--- src/rtl/uart_tx_scheduler_pkg.sv ---
// Shared types and helpers for the UART transmit scheduler: FSM states,
// the per-word frame configuration record and its legality check.
package uart_tx_sched_pkg;

    typedef enum logic [1:0] {
        ST_IDLE = 2'd0,
        ST_LOAD = 2'd1,
        ST_ARM  = 2'd2,
        ST_RUN  = 2'd3
    } state_e;

    typedef struct packed {
        logic [3:0] frame_length;
        logic [1:0] parity;
        logic       stop_bits;
    } tx_cfg_t;

    localparam logic [3:0] FRAME_LEN_MIN  = 4'd5;
    localparam logic [3:0] FRAME_LEN_MAX  = 4'd8;
    localparam logic [1:0] PARITY_ILLEGAL = 2'b01;

    // Odd-without-enable parity is meaningless to the transmitter, so it is rejected too.
    function automatic logic cfg_legal(input tx_cfg_t cfg);
        return (cfg.frame_length >= FRAME_LEN_MIN) &&
               (cfg.frame_length <= FRAME_LEN_MAX) &&
               (cfg.parity != PARITY_ILLEGAL);
    endfunction

endpackage

--- src/rtl/uart_tx_scheduler_if.sv ---
// Write-side and transmitter-side handshake bundle of the TX scheduler.
// The slave modport is the scheduler's view; master is the surrounding logic.
interface uart_tx_scheduler_if
    import uart_tx_sched_pkg::*;
#(
    parameter int DATA_WIDTH = 32
);
    logic                  wr_valid;
    logic [DATA_WIDTH-1:0] wr_data;
    logic                  wr_ready;
    logic                  tx_tick;
    logic                  tx_detect;
    logic [DATA_WIDTH-1:0] tx_write_data;
    logic [3:0]            tx_frame_length;
    logic [1:0]            tx_parity;
    logic                  tx_stop_bits;
    logic                  tx_done;

    modport master (
        output wr_valid, wr_data, tx_tick, tx_done,
        input  wr_ready, tx_detect, tx_write_data, tx_frame_length, tx_parity, tx_stop_bits
    );

    modport slave (
        input  wr_valid, wr_data, tx_tick, tx_done,
        output wr_ready, tx_detect, tx_write_data, tx_frame_length, tx_parity, tx_stop_bits
    );
endinterface

--- src/rtl/uart_tx_fifo.sv ---
// Synchronous word FIFO with registered occupancy and ready flag.
// A push while full is still taken when a pop happens in the same cycle.
module uart_tx_fifo #(
    parameter  int DATA_WIDTH = 32,
    parameter  int DEPTH      = 4,
    localparam int AW         = $clog2(DEPTH),
    localparam int CW         = $clog2(DEPTH + 1)
) (
    input  logic                  clk_i,
    input  logic                  rst_ni,
    input  logic                  push_i,
    input  logic                  pop_i,
    input  logic [DATA_WIDTH-1:0] wdata_i,
    output logic [DATA_WIDTH-1:0] rdata_o,
    output logic [CW-1:0]         count_o,
    output logic                  ready_o
);
    logic [DATA_WIDTH-1:0] mem_q [DEPTH];
    logic [AW-1:0]         wr_ptr_q;
    logic [AW-1:0]         rd_ptr_q;
    logic [CW-1:0]         count_q;
    logic [CW-1:0]         count_d;
    logic                  ready_q;
    logic                  push_ok_s;
    logic                  pop_ok_s;

    assign pop_ok_s  = pop_i && (count_q != '0);
    assign push_ok_s = push_i && ((count_q != CW'(DEPTH)) || pop_ok_s);
    assign rdata_o   = mem_q[rd_ptr_q];
    assign count_o   = count_q;
    assign ready_o   = ready_q;

    always_comb begin
        count_d = count_q;
        case ({push_ok_s, pop_ok_s})
            2'b10:   count_d = count_q + CW'(1);
            2'b01:   count_d = count_q - CW'(1);
            default: count_d = count_q;
        endcase
    end

    always_ff @(posedge clk_i) begin
        if (push_ok_s) begin
            mem_q[wr_ptr_q] <= wdata_i;
        end
    end

    always_ff @(posedge clk_i) begin
        if (!rst_ni) begin
            wr_ptr_q <= '0;
            rd_ptr_q <= '0;
            count_q  <= '0;
            ready_q  <= 1'b1;
        end else begin
            if (push_ok_s) begin
                wr_ptr_q <= wr_ptr_q + AW'(1);
            end
            if (pop_ok_s) begin
                rd_ptr_q <= rd_ptr_q + AW'(1);
            end
            count_q <= count_d;
            ready_q <= (count_d != CW'(DEPTH));
        end
    end
endmodule

--- src/rtl/uart_tx_scheduler.sv ---
// Feeds buffered words to the UART transmitter one at a time, holding data and
// frame config stable per word and watching for completion or a stall.
module uart_tx_scheduler
    import uart_tx_sched_pkg::*;
#(
    parameter  int DATA_WIDTH    = 32,
    parameter  int FIFO_DEPTH    = 4,
    parameter  int TIMEOUT_TICKS = 255,
    localparam int CW            = $clog2(FIFO_DEPTH + 1),
    localparam int TW            = $clog2(TIMEOUT_TICKS + 1)
) (
    input  logic                  PCLK,
    input  logic                  PRESETn,
    uart_tx_scheduler_if.slave    bus,
    input  logic                  cfg_enable,
    input  logic [3:0]            cfg_frame_length,
    input  logic [1:0]            cfg_parity,
    input  logic                  cfg_stop_bits,
    input  logic                  err_clr,
    output logic                  busy,
    output logic [CW-1:0]         fifo_count,
    output logic                  cfg_error,
    output logic                  timeout_err
);
    localparam logic [1:0] S_IDLE = ST_IDLE;
    localparam logic [1:0] S_LOAD = ST_LOAD;
    localparam logic [1:0] S_ARM  = ST_ARM;
    localparam logic [1:0] S_RUN  = ST_RUN;

    logic [1:0]            state_q, state_d;
    logic [TW-1:0]         ticks_q, ticks_d;
    logic [DATA_WIDTH-1:0] data_q, data_d;
    tx_cfg_t               cfg_q, cfg_d;
    tx_cfg_t               cfg_in_s;
    logic                  detect_q, busy_q;
    logic                  cfg_err_q, cfg_err_d;
    logic                  to_err_q, to_err_d;
    logic                  cfg_set_s, to_set_s, pop_s;
    logic [DATA_WIDTH-1:0] head_s;

    assign cfg_in_s = '{frame_length: cfg_frame_length, parity: cfg_parity, stop_bits: cfg_stop_bits};

    uart_tx_fifo #(.DATA_WIDTH(DATA_WIDTH), .DEPTH(FIFO_DEPTH)) u_fifo (
        .clk_i   (PCLK),
        .rst_ni  (PRESETn),
        .push_i  (bus.wr_valid),
        .pop_i   (pop_s),
        .wdata_i (bus.wr_data),
        .rdata_o (head_s),
        .count_o (fifo_count),
        .ready_o (bus.wr_ready)
    );

    // Next-state logic for the word sequencer, tick counter and sticky flags.
    always_comb begin
        state_d   = state_q;
        ticks_d   = ticks_q;
        data_d    = data_q;
        cfg_d     = cfg_q;
        cfg_set_s = 1'b0;
        to_set_s  = 1'b0;
        pop_s     = 1'b0;
        case (state_q)
            S_IDLE: begin
                if ((fifo_count != '0) && cfg_enable) begin
                    state_d = S_LOAD;
                end else begin
                    state_d = S_IDLE;
                end
            end
            S_LOAD: begin
                pop_s  = 1'b1;
                data_d = head_s;
                cfg_d  = cfg_in_s;
                if (cfg_legal(cfg_in_s)) begin
                    state_d = S_ARM;
                end else begin
                    cfg_set_s = 1'b1;
                    state_d   = S_IDLE;
                end
            end
            S_ARM: begin
                ticks_d = '0;
                if (bus.tx_tick) begin
                    state_d = S_RUN;
                end else begin
                    state_d = S_ARM;
                end
            end
            S_RUN: begin
                // Completion is only trusted on baud ticks.
                if (bus.tx_tick) begin
                    if (bus.tx_done) begin
                        state_d = S_IDLE;
                    end else begin
                        ticks_d = ticks_q + TW'(1);
                        if (ticks_d == TW'(TIMEOUT_TICKS)) begin
                            to_set_s = 1'b1;
                            state_d  = S_IDLE;
                        end else begin
                            state_d = S_RUN;
                        end
                    end
                end else begin
                    state_d = S_RUN;
                end
            end
            default: begin
                state_d = S_IDLE;
            end
        endcase
        cfg_err_d = cfg_set_s || (cfg_err_q && !err_clr);
        to_err_d  = to_set_s  || (to_err_q  && !err_clr);
    end

    // State, held word/config and status registers.
    always_ff @(posedge PCLK) begin
        if (!PRESETn) begin
            state_q   <= S_IDLE;
            ticks_q   <= '0;
            data_q    <= '0;
            cfg_q     <= '{frame_length: 4'd8, parity: 2'b00, stop_bits: 1'b0};
            detect_q  <= 1'b0;
            busy_q    <= 1'b0;
            cfg_err_q <= 1'b0;
            to_err_q  <= 1'b0;
        end else begin
            state_q   <= state_d;
            ticks_q   <= ticks_d;
            data_q    <= data_d;
            cfg_q     <= cfg_d;
            detect_q  <= (state_d == S_ARM);
            busy_q    <= (state_d != S_IDLE);
            cfg_err_q <= cfg_err_d;
            to_err_q  <= to_err_d;
        end
    end

    assign bus.tx_detect       = detect_q;
    assign bus.tx_write_data   = data_q;
    assign bus.tx_frame_length = cfg_q.frame_length;
    assign bus.tx_parity       = cfg_q.parity;
    assign bus.tx_stop_bits    = cfg_q.stop_bits;
    assign busy                = busy_q;
    assign cfg_error           = cfg_err_q;
    assign timeout_err         = to_err_q;
endmodule
--- src/flat_wrapper.sv ---
// flat-port wrapper written by rule: the top's interface ports become plain ports
module uart_tx_scheduler_flat import uart_tx_sched_pkg::*;
#(
    parameter  int DATA_WIDTH    = 32,
    parameter  int FIFO_DEPTH    = 4,
    parameter  int TIMEOUT_TICKS = 255,
    localparam int CW            = $clog2(FIFO_DEPTH + 1),
    localparam int TW            = $clog2(TIMEOUT_TICKS + 1)
)
  (PCLK, PRESETn, cfg_enable, cfg_frame_length, cfg_parity, cfg_stop_bits, err_clr, busy, fifo_count, cfg_error, timeout_err, bus_wr_valid, bus_wr_data, bus_tx_tick, bus_tx_done, bus_wr_ready, bus_tx_detect, bus_tx_write_data, bus_tx_frame_length, bus_tx_parity, bus_tx_stop_bits);
  uart_tx_scheduler_if #(.DATA_WIDTH(DATA_WIDTH)) bus_i ();
  input  logic PCLK;
  input  logic PRESETn;
  input  logic cfg_enable;
  input  logic [3:0] cfg_frame_length;
  input  logic [1:0] cfg_parity;
  input  logic cfg_stop_bits;
  input  logic err_clr;
  output logic busy;
  output logic [CW-1:0] fifo_count;
  output logic cfg_error;
  output logic timeout_err;
  input wire logic [$bits(bus_i.wr_valid)-1:0] bus_wr_valid;
  input wire logic [$bits(bus_i.wr_data)-1:0] bus_wr_data;
  input wire logic [$bits(bus_i.tx_tick)-1:0] bus_tx_tick;
  input wire logic [$bits(bus_i.tx_done)-1:0] bus_tx_done;
  output wire logic [$bits(bus_i.wr_ready)-1:0] bus_wr_ready;
  output wire logic [$bits(bus_i.tx_detect)-1:0] bus_tx_detect;
  output wire logic [$bits(bus_i.tx_write_data)-1:0] bus_tx_write_data;
  output wire logic [$bits(bus_i.tx_frame_length)-1:0] bus_tx_frame_length;
  output wire logic [$bits(bus_i.tx_parity)-1:0] bus_tx_parity;
  output wire logic [$bits(bus_i.tx_stop_bits)-1:0] bus_tx_stop_bits;
  assign bus_i.wr_valid = bus_wr_valid;
  assign bus_i.wr_data = bus_wr_data;
  assign bus_i.tx_tick = bus_tx_tick;
  assign bus_i.tx_done = bus_tx_done;
  assign bus_wr_ready = bus_i.wr_ready;
  assign bus_tx_detect = bus_i.tx_detect;
  assign bus_tx_write_data = bus_i.tx_write_data;
  assign bus_tx_frame_length = bus_i.tx_frame_length;
  assign bus_tx_parity = bus_i.tx_parity;
  assign bus_tx_stop_bits = bus_i.tx_stop_bits;
  uart_tx_scheduler #(.DATA_WIDTH(DATA_WIDTH), .FIFO_DEPTH(FIFO_DEPTH), .TIMEOUT_TICKS(TIMEOUT_TICKS)) u_core (.PCLK(PCLK), .PRESETn(PRESETn), .bus(bus_i), .cfg_enable(cfg_enable), .cfg_frame_length(cfg_frame_length), .cfg_parity(cfg_parity), .cfg_stop_bits(cfg_stop_bits), .err_clr(err_clr), .busy(busy), .fifo_count(fifo_count), .cfg_error(cfg_error), .timeout_err(timeout_err));
endmodule
--- config.mk ---
export PLATFORM = sky130hd
export DESIGN_NAME = uart_tx_scheduler_flat
export DESIGN_NICKNAME = d
export VERILOG_FILES = /design/src/rtl/uart_tx_scheduler_pkg.sv /design/src/rtl/uart_tx_scheduler_if.sv /design/src/rtl/uart_tx_fifo.sv /design/src/rtl/uart_tx_scheduler.sv /design/src/flat_wrapper.sv
export SDC_FILE = /design/constraint.sdc
export NUM_CORES = 1
export LEC_CHECK = 0
export CAP_MARGIN = 10
export CORE_UTILIZATION = 52
export CTS_BUF_LIST = sky130_fd_sc_hd__clkbuf_4 sky130_fd_sc_hd__clkbuf_8 sky130_fd_sc_hd__clkbuf_16
export DETAILED_ROUTE_END_ITERATION = 16
export GPL_TIMING_DRIVEN = 0
export PLACE_DENSITY = 0.76
export SETUP_SLACK_MARGIN = 0.02
export SYNTH_ARGS = -nofsm -noshare
export SYNTH_HDL_FRONTEND = slang
export SYNTH_SLANG_ARGS = --single-unit
--- constraint.sdc ---
create_clock -name PCLK -period 6.3 [get_ports PCLK]
set_clock_uncertainty 0.05 [all_clocks]
set_input_delay 1.26 -clock PCLK [delete_from_list [all_inputs] [get_ports PCLK]]
set_output_delay 1.26 -clock PCLK [all_outputs]
set_load 0.05 [all_outputs]
# Word level (Yosys, flattened, before mapping)
# Memories as Yosys holds them, arrays and structs flattened. A register that Yosys moved wholly into a read port is not among the register bits.
# Cells that the tools add are included.
[word_totals]
regBits = 29
ram_bits = 128
inputBits = 46
output_inout_bits = 47
elab_cells = 70
mem_count = 1
[classes]
add_sub_neg = 5
n_lt_le_gt_ge = 2
eq_ne = 12
muxes = 20
n_reduce_logical = 17
[memory_table]
columns = ["memory", "words", "width", "read_ports", "rd_clocked_by_memory_dff", "wr", "line_no", "rtl"]
rows = [
  ["u_core.u_fifo.mem_q", 4, 32, 1, 1, 1, "uart_tx_fifo.sv:18", "logic [DATA_WIDTH-1:0] mem_q [DEPTH];"],
]
[op_table]
columns = ["cell", "n"]
rows = [
  ["$mux W8", 2],
  ["$pmux W8 S2", 1],
  ["$mux W1", 11],
  ["$add A8 B1 Y8 const B", 1],
  ["$eq A2 B2 Y1 const B", 4],
  ["$eq A8 B8 Y1 const B", 1],
  ["$mux W2", 4],
  ["$pmux W2 S4", 1],
  ["$logic_and A1 B1 Y1", 7],
  ["$ne A3 B3 Y1 const B", 2],
  ["$pmux W3 S2", 1],
  ["$add A2 B1 Y2 const B", 2],
  ["$eq A2 B1 Y1 const B", 2],
  ["$ge A4 B3 Y1 const B", 1],
  ["$le A4 B4 Y1 const B", 1],
  ["$ne A2 B2 Y1 const B", 2],
  ["$reduce_bool A2 Y1", 2],
  ["$add A3 B1 Y3 const B", 1],
  ["$logic_or A1 B1 Y1", 3],
  ["$reduce_and A3 Y1", 1],
  ["$reduce_bool A3 Y1", 1],
  ["$sub A3 B1 Y3 const B", 1],
  ["$logic_not A1 Y1", 2],
  ["$logic_not A2 Y1", 1],
  ["$ne A2 B1 Y1 const B", 1],
]

# Logic depth before layout (Yosys ltp)
# Gate-level depths: netlist of the first run.
[depth]
depth_word = 8
depth_mapped = 11
mapped_depth_nobuf = 9

# Hierarchy
# From an unflattened synthesis of the first run, not the netlist that was laid out.
[unflattened]
hier_cells = 502
area_unflattened_um2 = 7405.9
[by_module_without_submodules]
columns = ["module", "n_inst", "cells_per_inst", "area_each_um2"]
rows = [
  ["uart_tx_fifo", 1, 236, 5223.8],
  ["uart_tx_scheduler", 1, 266, 2182.1],
]

# Least setup slack after synthesis of the first run
# No wires, ideal clock.
[synth_timing]
kind = "input to register"
startpoint = "in bus_wr_valid"
endpoint = "mem u_core.u_fifo.mem_q[0][0], enable pin"
setup_time_ns = 0.392
arrival_time_ns = 2.834
required_time_ns = 5.858
path_slack_ns = 3.024
stages = 4
cell_sequence = "clkbuf_1 -> inv_1 -> a31oi_1 -> and2_1"
[synth_between]
elab_chain_cells = 3
[synth_lines]
columns = ["item", "line_no", "rtl"]
rows = [
  ["start, declared", "flat_wrapper.sv:23", "input wire logic [$bits(bus_i.wr_valid)-1:0] bus_wr_valid;"],
  ["$logic_and A1 B1 Y1", "uart_tx_fifo.sv:28", "assign push_ok_s = push_i && ((count_q != CW'(DEPTH)) || pop_ok_s);"],
  ["$mux W1", "uart_tx_fifo.sv:43", "if (push_ok_s) begin"],
  ["$mux W1 (not written as such)", "uart_tx_fifo.sv:44", "mem_q[wr_ptr_q] <= wdata_i;"],
  ["end, declared", "uart_tx_fifo.sv:18", ""],
]
# No other way between the ends.

# Worst setup path after layout of the first run
[layout_timing]
startpoint = "reg u_core.u_fifo.count_q[0], in the netlist u_core.u_fifo.count_o[0]"
endpoint = "out fifo_count[0]"
[layout_lines]
columns = ["item", "line_no", "rtl"]
rows = [
  ["start, declared", "uart_tx_fifo.sv:21", "logic [CW-1:0] count_q;"],
  ["start signal, assigned", "uart_tx_fifo.sv:61", "count_q <= count_d;"],
  ["end, declared", "flat_wrapper.sv:20", "output logic [CW-1:0] fifo_count;"],
]
# No word-level cell between the ends.

==> results.yml, run 1 <==
worst_setup_path:
  r2r_cells: 5
  path_delay_family: "buffers and inverters"
  crit_start: "u_core.u_fifo.count_o[0]"
  crit_path_max_incr_delay_ns: 0.87
  path_class: "flip-flop to output pin"
  path_depth: 1
  crit_path_max_fanout: 8
  startpoint_type: "flip-flop"
  crit_required_ns: 4.99
  crit_chain: "clkdlybuf4s50_1"
  crit_path_end_kind: "output pin"
  critical_path_buf_inv_count: 1
  rr_endpoint: "u_core.u_fifo.mem_q[1][16]"
  cp-endpoint: "fifo_count[0]"
  critPathArrivalTime_ns: 1.76
  critical-path-slowest-cell: "clkdlybuf4s50_1"
  r2r_slack_ns: 3.74
  timing.rr.start: "u_core.state_q[1]"
global_routing:
  grt_max_degree: 33
  overflow: 0
  grt_pass1_wl_um: 23100
  grt_util_all_layers_pct: 21.3
  grt_pass1_vias: 4584
  antenna_found_initial: 0
timing:
  setup_ws_ns: 3.24
  finalCritPeriodShare_pct: 48.7
  rsz0062_at_grt: "no"
  finalSetupViolCount: 0
  tightest_slew_ns: 0.923
  drv_slew: 0
  timing.fmax_ghz: 0.326
  tns_ns: 0
  slew_headroom_pct: 38.5
  period_minus_slack_ns: 3.07
  hold_slack_ns: 0.414
  hold_viol_final: 0
power_and_ir_drop:
  leakage_uw: 0.00296
  peakVddDrop_uv: 191
  cellPowerDensity_nw_per_um2: 300
logic_synthesis:
  synth_edf_count: 128
  synthArstFlopShare_pct: 0
  ys_seq_elements: 189
  synth_cell_type_count: 49
  synth_top_cell_area_share_pct: 51.9
  synth_warnings: 0
  ys.flop_type: "edfxtp_1"
  synth_nets: 563
  synth_most_common_cell: "edfxtp_1"
  syn_area_per_cell_um2: 14.5
  netlist_area_um2: 7410
  yosys-top-cells-area: "edfxtp_1, dfxtp_1, mux4_2, nand2_1, a21boi_0"
  yosysSeqAreaShare_pct: 68.4
  yosys-top-cells-count: "edfxtp_1, nand2_1, dfxtp_1"
  synthCells: 510
  yosysTopAreaCell: "edfxtp_1"
layout:
  area_growth_syn_to_layout_pct: 23.9
  final_net_count: 674
  layout.cells.non_filler: 814
  drive_gt1_share_pct: 14.2
  antenna_cells: 0
clocking:
  cts_tree: "yes"
  cts_setup_buffers: 0
  cts_hold_repair.buffers: 0
  numCtsBuffers: 17
  cts.sinks: 189
  cts_buffer_depth: 2
  clk_pin_slew_worst_paths_ns: 0.07
  cts_resized: 0
  htree_levels: 4
  clk_latency_ns: 0.43
  cts_root_buf: "clkbuf_16"
placement:
  place_ws_ns: 2.81
  place_hpwl_um: 9320
  place.gp.congestion: 0.770
  dp_cells: 782
  io_buffers: 91
floorplanning:
  die_h_um: 121
  io_pins: 93
  core_um2: 13900
  rows: 43
  chipWidth_um: 121
  dieArea_um2: 14700
  initial_core_util_pct: 53.4
route:
  vias: 4451
  drc: 0
  wl_um: 14500
  ant_nets: 0
  drt_iter0_markers: 386
  first_pass_iters: 5
  vias_per_cell: 5.47
  wire_per_inst_um: 17.8
outcome:
  outcome: "finished, final reports clean"
run:
  drv_cap: 0
worst_hold_path:
  hold_path_class: "flip-flop to flip-flop"
sequential cells by signal, summed over array words and instances, names as in the netlist, 3 cells and up:
| name | flops |
|---|---|
| u_core.u_fifo.mem_q | 128 |
| u_core.ticks_q | 8 |
| u_core.bus.tx_frame_length | 4 |
| u_core.bus.tx_write_data | 32 |
| u_core.u_fifo.count_o | 3 |
worst min-delay path by stage:
stage | from | endpoint | slack [ns] | cells after the start
global placement | u_core.bus.tx_frame_length[0] | u_core.bus.tx_frame_length[0] | 0.40 | 2
detailed placement | u_core.bus.tx_write_data[16] | u_core.bus.tx_write_data[16] | 0.41 | 2
finish | u_core.bus.tx_write_data[30] | u_core.bus.tx_write_data[30] | 0.41 | 2
CTS | u_core.bus.tx_write_data[16] | u_core.bus.tx_write_data[16] | 0.42 | 2
floorplan | u_core.ticks_q[3] | u_core.ticks_q[3] | 0.44 | 2
global route | u_core.bus.tx_write_data[15] | u_core.bus.tx_write_data[15] | 0.44 | 2
metrics by stage:
step | utilization, % | power, uW | area, um^2
4_1_cts | 66.1 | 2760 | 9180
3_3_place_gp | 61.5 | 1690 | 8540
6_report | 66.1 | 2750 | 9180
3_5_place_dp | 61.8 | 1710 | 8580
2_1_floorplan | - | 1590 | 7410
5_1_grt | 66.1 | 2840 | 9180
logic make-up (layout without fill, tap and decap cells):
family,Yosys count,after routing,synth area share [%]
and+or+nand+nor,158,158,9.95
xor gates and xnor gates,6,6,0.710
DFF,189,189,68.4
AOI/OAI and AO/OA,79,79,7.67
buffers and inverters,38,162,2.15
adders and majority gates,7,7,1.28
muxes,33,33,9.86
placed cells by master, fill, tap and decap left out, types with 11 or more instances in the layout:
cell type	n
nor2b_1	12
dfxtp_1	61
edfxtp_1	128
clkbuf_16	17
nor2_1	15
a21oi_1	11
clkbuf_1	15
mux4_2	32
nand2_1	91
buf_2	13
clkdlybuf4s50_1	91
a21boi_0	41
layer usage:
layer / vias to the layer above / GRT usage [%] / part of all wire (%)
met5: - / 0 / 0
li1: 2099 / - / -
met4: 0 / 8.72 / 1.6
met3: 22 / 5.12 / 5.2
met2: 135 / 36.5 / 51
met1: 2195 / 25.7 / 42
area by class of cell:
class	instances	area (um^2)
flip-flops and latches	189	5060
fillers	993	4710
inverters	8	30.0
clock buffers	18	439
plain buffers	30	129
multi-input cells	283	2190
well taps	180	225
repair buffers	92	938
clock inverters	14	160
report_power, final:
group          switching, uW  internal [uW]  total, uW
registers               19.7           1390       1410
logic                    161            111        272
clock network            470            603       1070
Note: power is estimated with default switching activity, not from simulation.
==> run 2, diff against run 1 <==
==> constraint.sdc (replaced) <==
create_clock -name PCLK -period 3.1 [get_ports PCLK]
set_clock_uncertainty 0.05 [all_clocks]
set_input_delay 0.62 -clock PCLK [delete_from_list [all_inputs] [get_ports PCLK]]
set_output_delay 0.62 -clock PCLK [all_outputs]
set_load 0.05 [all_outputs]
==> results of run 2 <==
Same layout as run 1 (identical final DEF). Status: finished, final reports clean.
Among the figures that moved: setup slack after placement 2.81 ns -> 0.249 ns; setup slack after layout 3.24 ns -> 0.543 ns; start point of the critical path u_core.u_fifo.count_o[0] -> u_core.state_q[1]; end point of the critical path fifo_count[0] -> u_core.u_fifo.mem_q[1][16]; register-to-register setup slack 3.74 ns -> 0.54 ns; total power 2750 uW -> 5590 uW; worst IR drop on VDD 191 uV -> 388 uV
==> run 3, diff against run 2 <==
--- a/config.mk
+++ b/config.mk
@@ -6,7 +6,7 @@
 export NUM_CORES = 1
 export LEC_CHECK = 0
 export CAP_MARGIN = 10
-export CORE_UTILIZATION = 52
+export CORE_UTILIZATION = 50
 export CTS_BUF_LIST = sky130_fd_sc_hd__clkbuf_4 sky130_fd_sc_hd__clkbuf_8 sky130_fd_sc_hd__clkbuf_16
 export DETAILED_ROUTE_END_ITERATION = 16
 export GPL_TIMING_DRIVEN = 0
==> constraint.sdc (replaced) <==
create_clock -name PCLK -period 2.05 [get_ports PCLK]
set_clock_uncertainty 0.05 [all_clocks]
set_input_delay 0.41 -clock PCLK [delete_from_list [all_inputs] [get_ports PCLK]]
set_output_delay 0.41 -clock PCLK [all_outputs]
set_load 0.05 [all_outputs]
==> run 3 against run 2 <==
  * Total power is 47% higher
  * Cell area up 0.63%
  * Combinational power increased by 54%
  * Flip-flop and latch count did not move
  * Critical path depth increased by 5
  * Highest routed layer unchanged
  * Worst setup slack worse by 0.50 ns
  * Register-to-register slack got worse by 0.50 ns
  * Count of clock-buffer cells in the layout grew 3
  * Wire length up 6.9%
  * Largest power group unchanged
==> results.yml, run 3 (synthesized netlist as in run 1, its figures left out) <==
outcome:
  outcome: "finished, final reports clean"
route:
  drc: 0
  vias: 4574
  wl_um: 15500
  first_pass_iters: 5
  drt_iter0_markers: 320
  vias_per_cell: 5.54
  ant_nets: 0
  wire_per_inst_um: 18.8
placement:
  place_ws_ns: -0.611
  place_hpwl_um: 9290
  io_buffers: 91
  postPlaceCellArea_um2: 8580
  place.gp.congestion: 0.829
global_routing:
  grt_pass1_vias: 4535
  antenna_found_initial: 0
  grt_util_all_layers_pct: 21.8
  grt_max_degree: 17
  overflow: 0
  grt_pass1_wl_um: 23900
worst_setup_path:
  r2r_slack_ns: 0.05
  critPathArrivalTime_ns: 2.29
  crit_required_ns: 2.33
  crit_path_max_fanout: 8
  rr_endpoint: "u_core.u_fifo.count_o[2]"
  startpoint_type: "flip-flop"
  r2r_cells: 10
  path_class: "flip-flop to flip-flop"
  crit_path_end_kind: "flip-flop"
  timing.rr.start: "u_core.state_q[1]"
  cp-endpoint: "u_core.u_fifo.count_o[2]"
  crit_start: "u_core.state_q[1]"
clocking:
  cts_root_buf: "clkbuf_16"
  clk_pin_slew_worst_paths_ns: 0.07
  cts_tree: "yes"
  cts_buffer_depth: 2
  cts.sinks: 189
  clk_latency_ns: 0.44
  numCtsBuffers: 17
  htree_levels: 4
  cts_hold_repair.buffers: 0
timing:
  setup_ws_ns: 0.0469
  finalSetupViolCount: 0
  hold_viol_final: 0
  drv_slew: 0
  tightest_slew_ns: 0.646
  rsz0062_at_grt: "yes"
  timing.fmax_ghz: 0.499
  slew_headroom_pct: 57.0
  period_minus_slack_ns: 2.00
  finalCritPeriodShare_pct: 97.7
layout:
  max_flop_register: "u_core.u_fifo.mem_q"
  final_cell_area_um2: 9230
  multi_input_area_um2: 2310
  regArea_um2: 5080
  final_common_cell: "edfxtp_1"
  area_growth_syn_to_layout_pct: 24.6
  drive_gt1_share_pct: 18.6
  postLayoutCoreUtil_pct: 63.8
  final_net_count: 681
  largest_reg_flops: 128
  final_cell_mix: "edfxtp_1, nand2_1, dfxtp_1"
  num-fill-cells: 1073
  antenna_cells: 0
power_and_ir_drop:
  peakVddDrop_uv: 572
  cellPowerDensity_nw_per_um2: 888
  leakage_uw: 0.00324
worst_hold_path:
  hold_path_class: "flip-flop to flip-flop"
floorplanning:
  io_pins: 93
  die_h_um: 124
  initial_core_util_pct: 51.2
  chipWidth_um: 124
  rows: 44
  dieArea_um2: 15300
  core_um2: 14500
run:
  drv_cap: 0
## run 3: layout make-up
cell class                 instances  area share, %
clock inverter                    11          0.732
clock buffer                      21           5.07
timing repair buffer              98           9.92
multi-input combinational        287           25.0
inverter                           8          0.325
buffer                            27           1.46
sequential                       189           55.0
tap                              184           2.49
## run 3: worst min-delay path by stage
stage                                  start                            end  cells past startpoint
4_1_cts                         bus_wr_valid       u_core.u_fifo.count_o[1]                      2
5_1_grt          u_core.bus.tx_write_data[0]    u_core.bus.tx_write_data[0]                      2
3_5_place_dp    u_core.bus.tx_write_data[16]   u_core.bus.tx_write_data[16]                      2
6_report        u_core.bus.tx_write_data[16]   u_core.bus.tx_write_data[16]                      2
2_1_floorplan              u_core.ticks_q[3]              u_core.ticks_q[3]                      2
3_3_place_gp   u_core.bus.tx_frame_length[0]  u_core.bus.tx_frame_length[0]                      2
## run 3: routing by layer
layer	routed length [um]	GRT usage (%)
met2	7790	36.7
met5	0	0
met1	6470	26.9
met3	869	4.53
met4	368	10.5
## run 3: metrics by stage
step           TNS (ns)  hold slack [ns]  power, uW  instances
4_1_cts               0            0.394       8220        823
3_5_place_dp     -76.17            0.408       5240        785
3_3_place_gp     -63.81            0.401       5210        785
2_1_floorplan     -6.98            0.443       4900        510
5_1_grt         -0.0126            0.436       8450        825
6_report              0            0.410       8200        825
## run 3: timing repair
item,4_1_cts,5_1_grt
pin swaps,8,3
gates cloned,4,0
setup endpoints to repair,180,17
buffers inserted,3,4
resized for setup,62,17
## run 3: critical path, stage by stage (launching register included)
cell	delay, ns
dfxtp_4	0.37
nand2b_4	0.15
buf_8	0.14
nor2_4	0.09
nand2_2	0.07
fa_2	0.38
nor2b_4	0.16
nand2_1	0.08
o211ai_1	0.10
o211ai_1	0.14
and2_1	0.17
## run 3: report_power, final
part | internal (uW) | switching (uW)
Clock | 1630 | 1380
Combinational | 332 | 521
Sequential | 4260 | 65.1
Total | 6230 | 1970
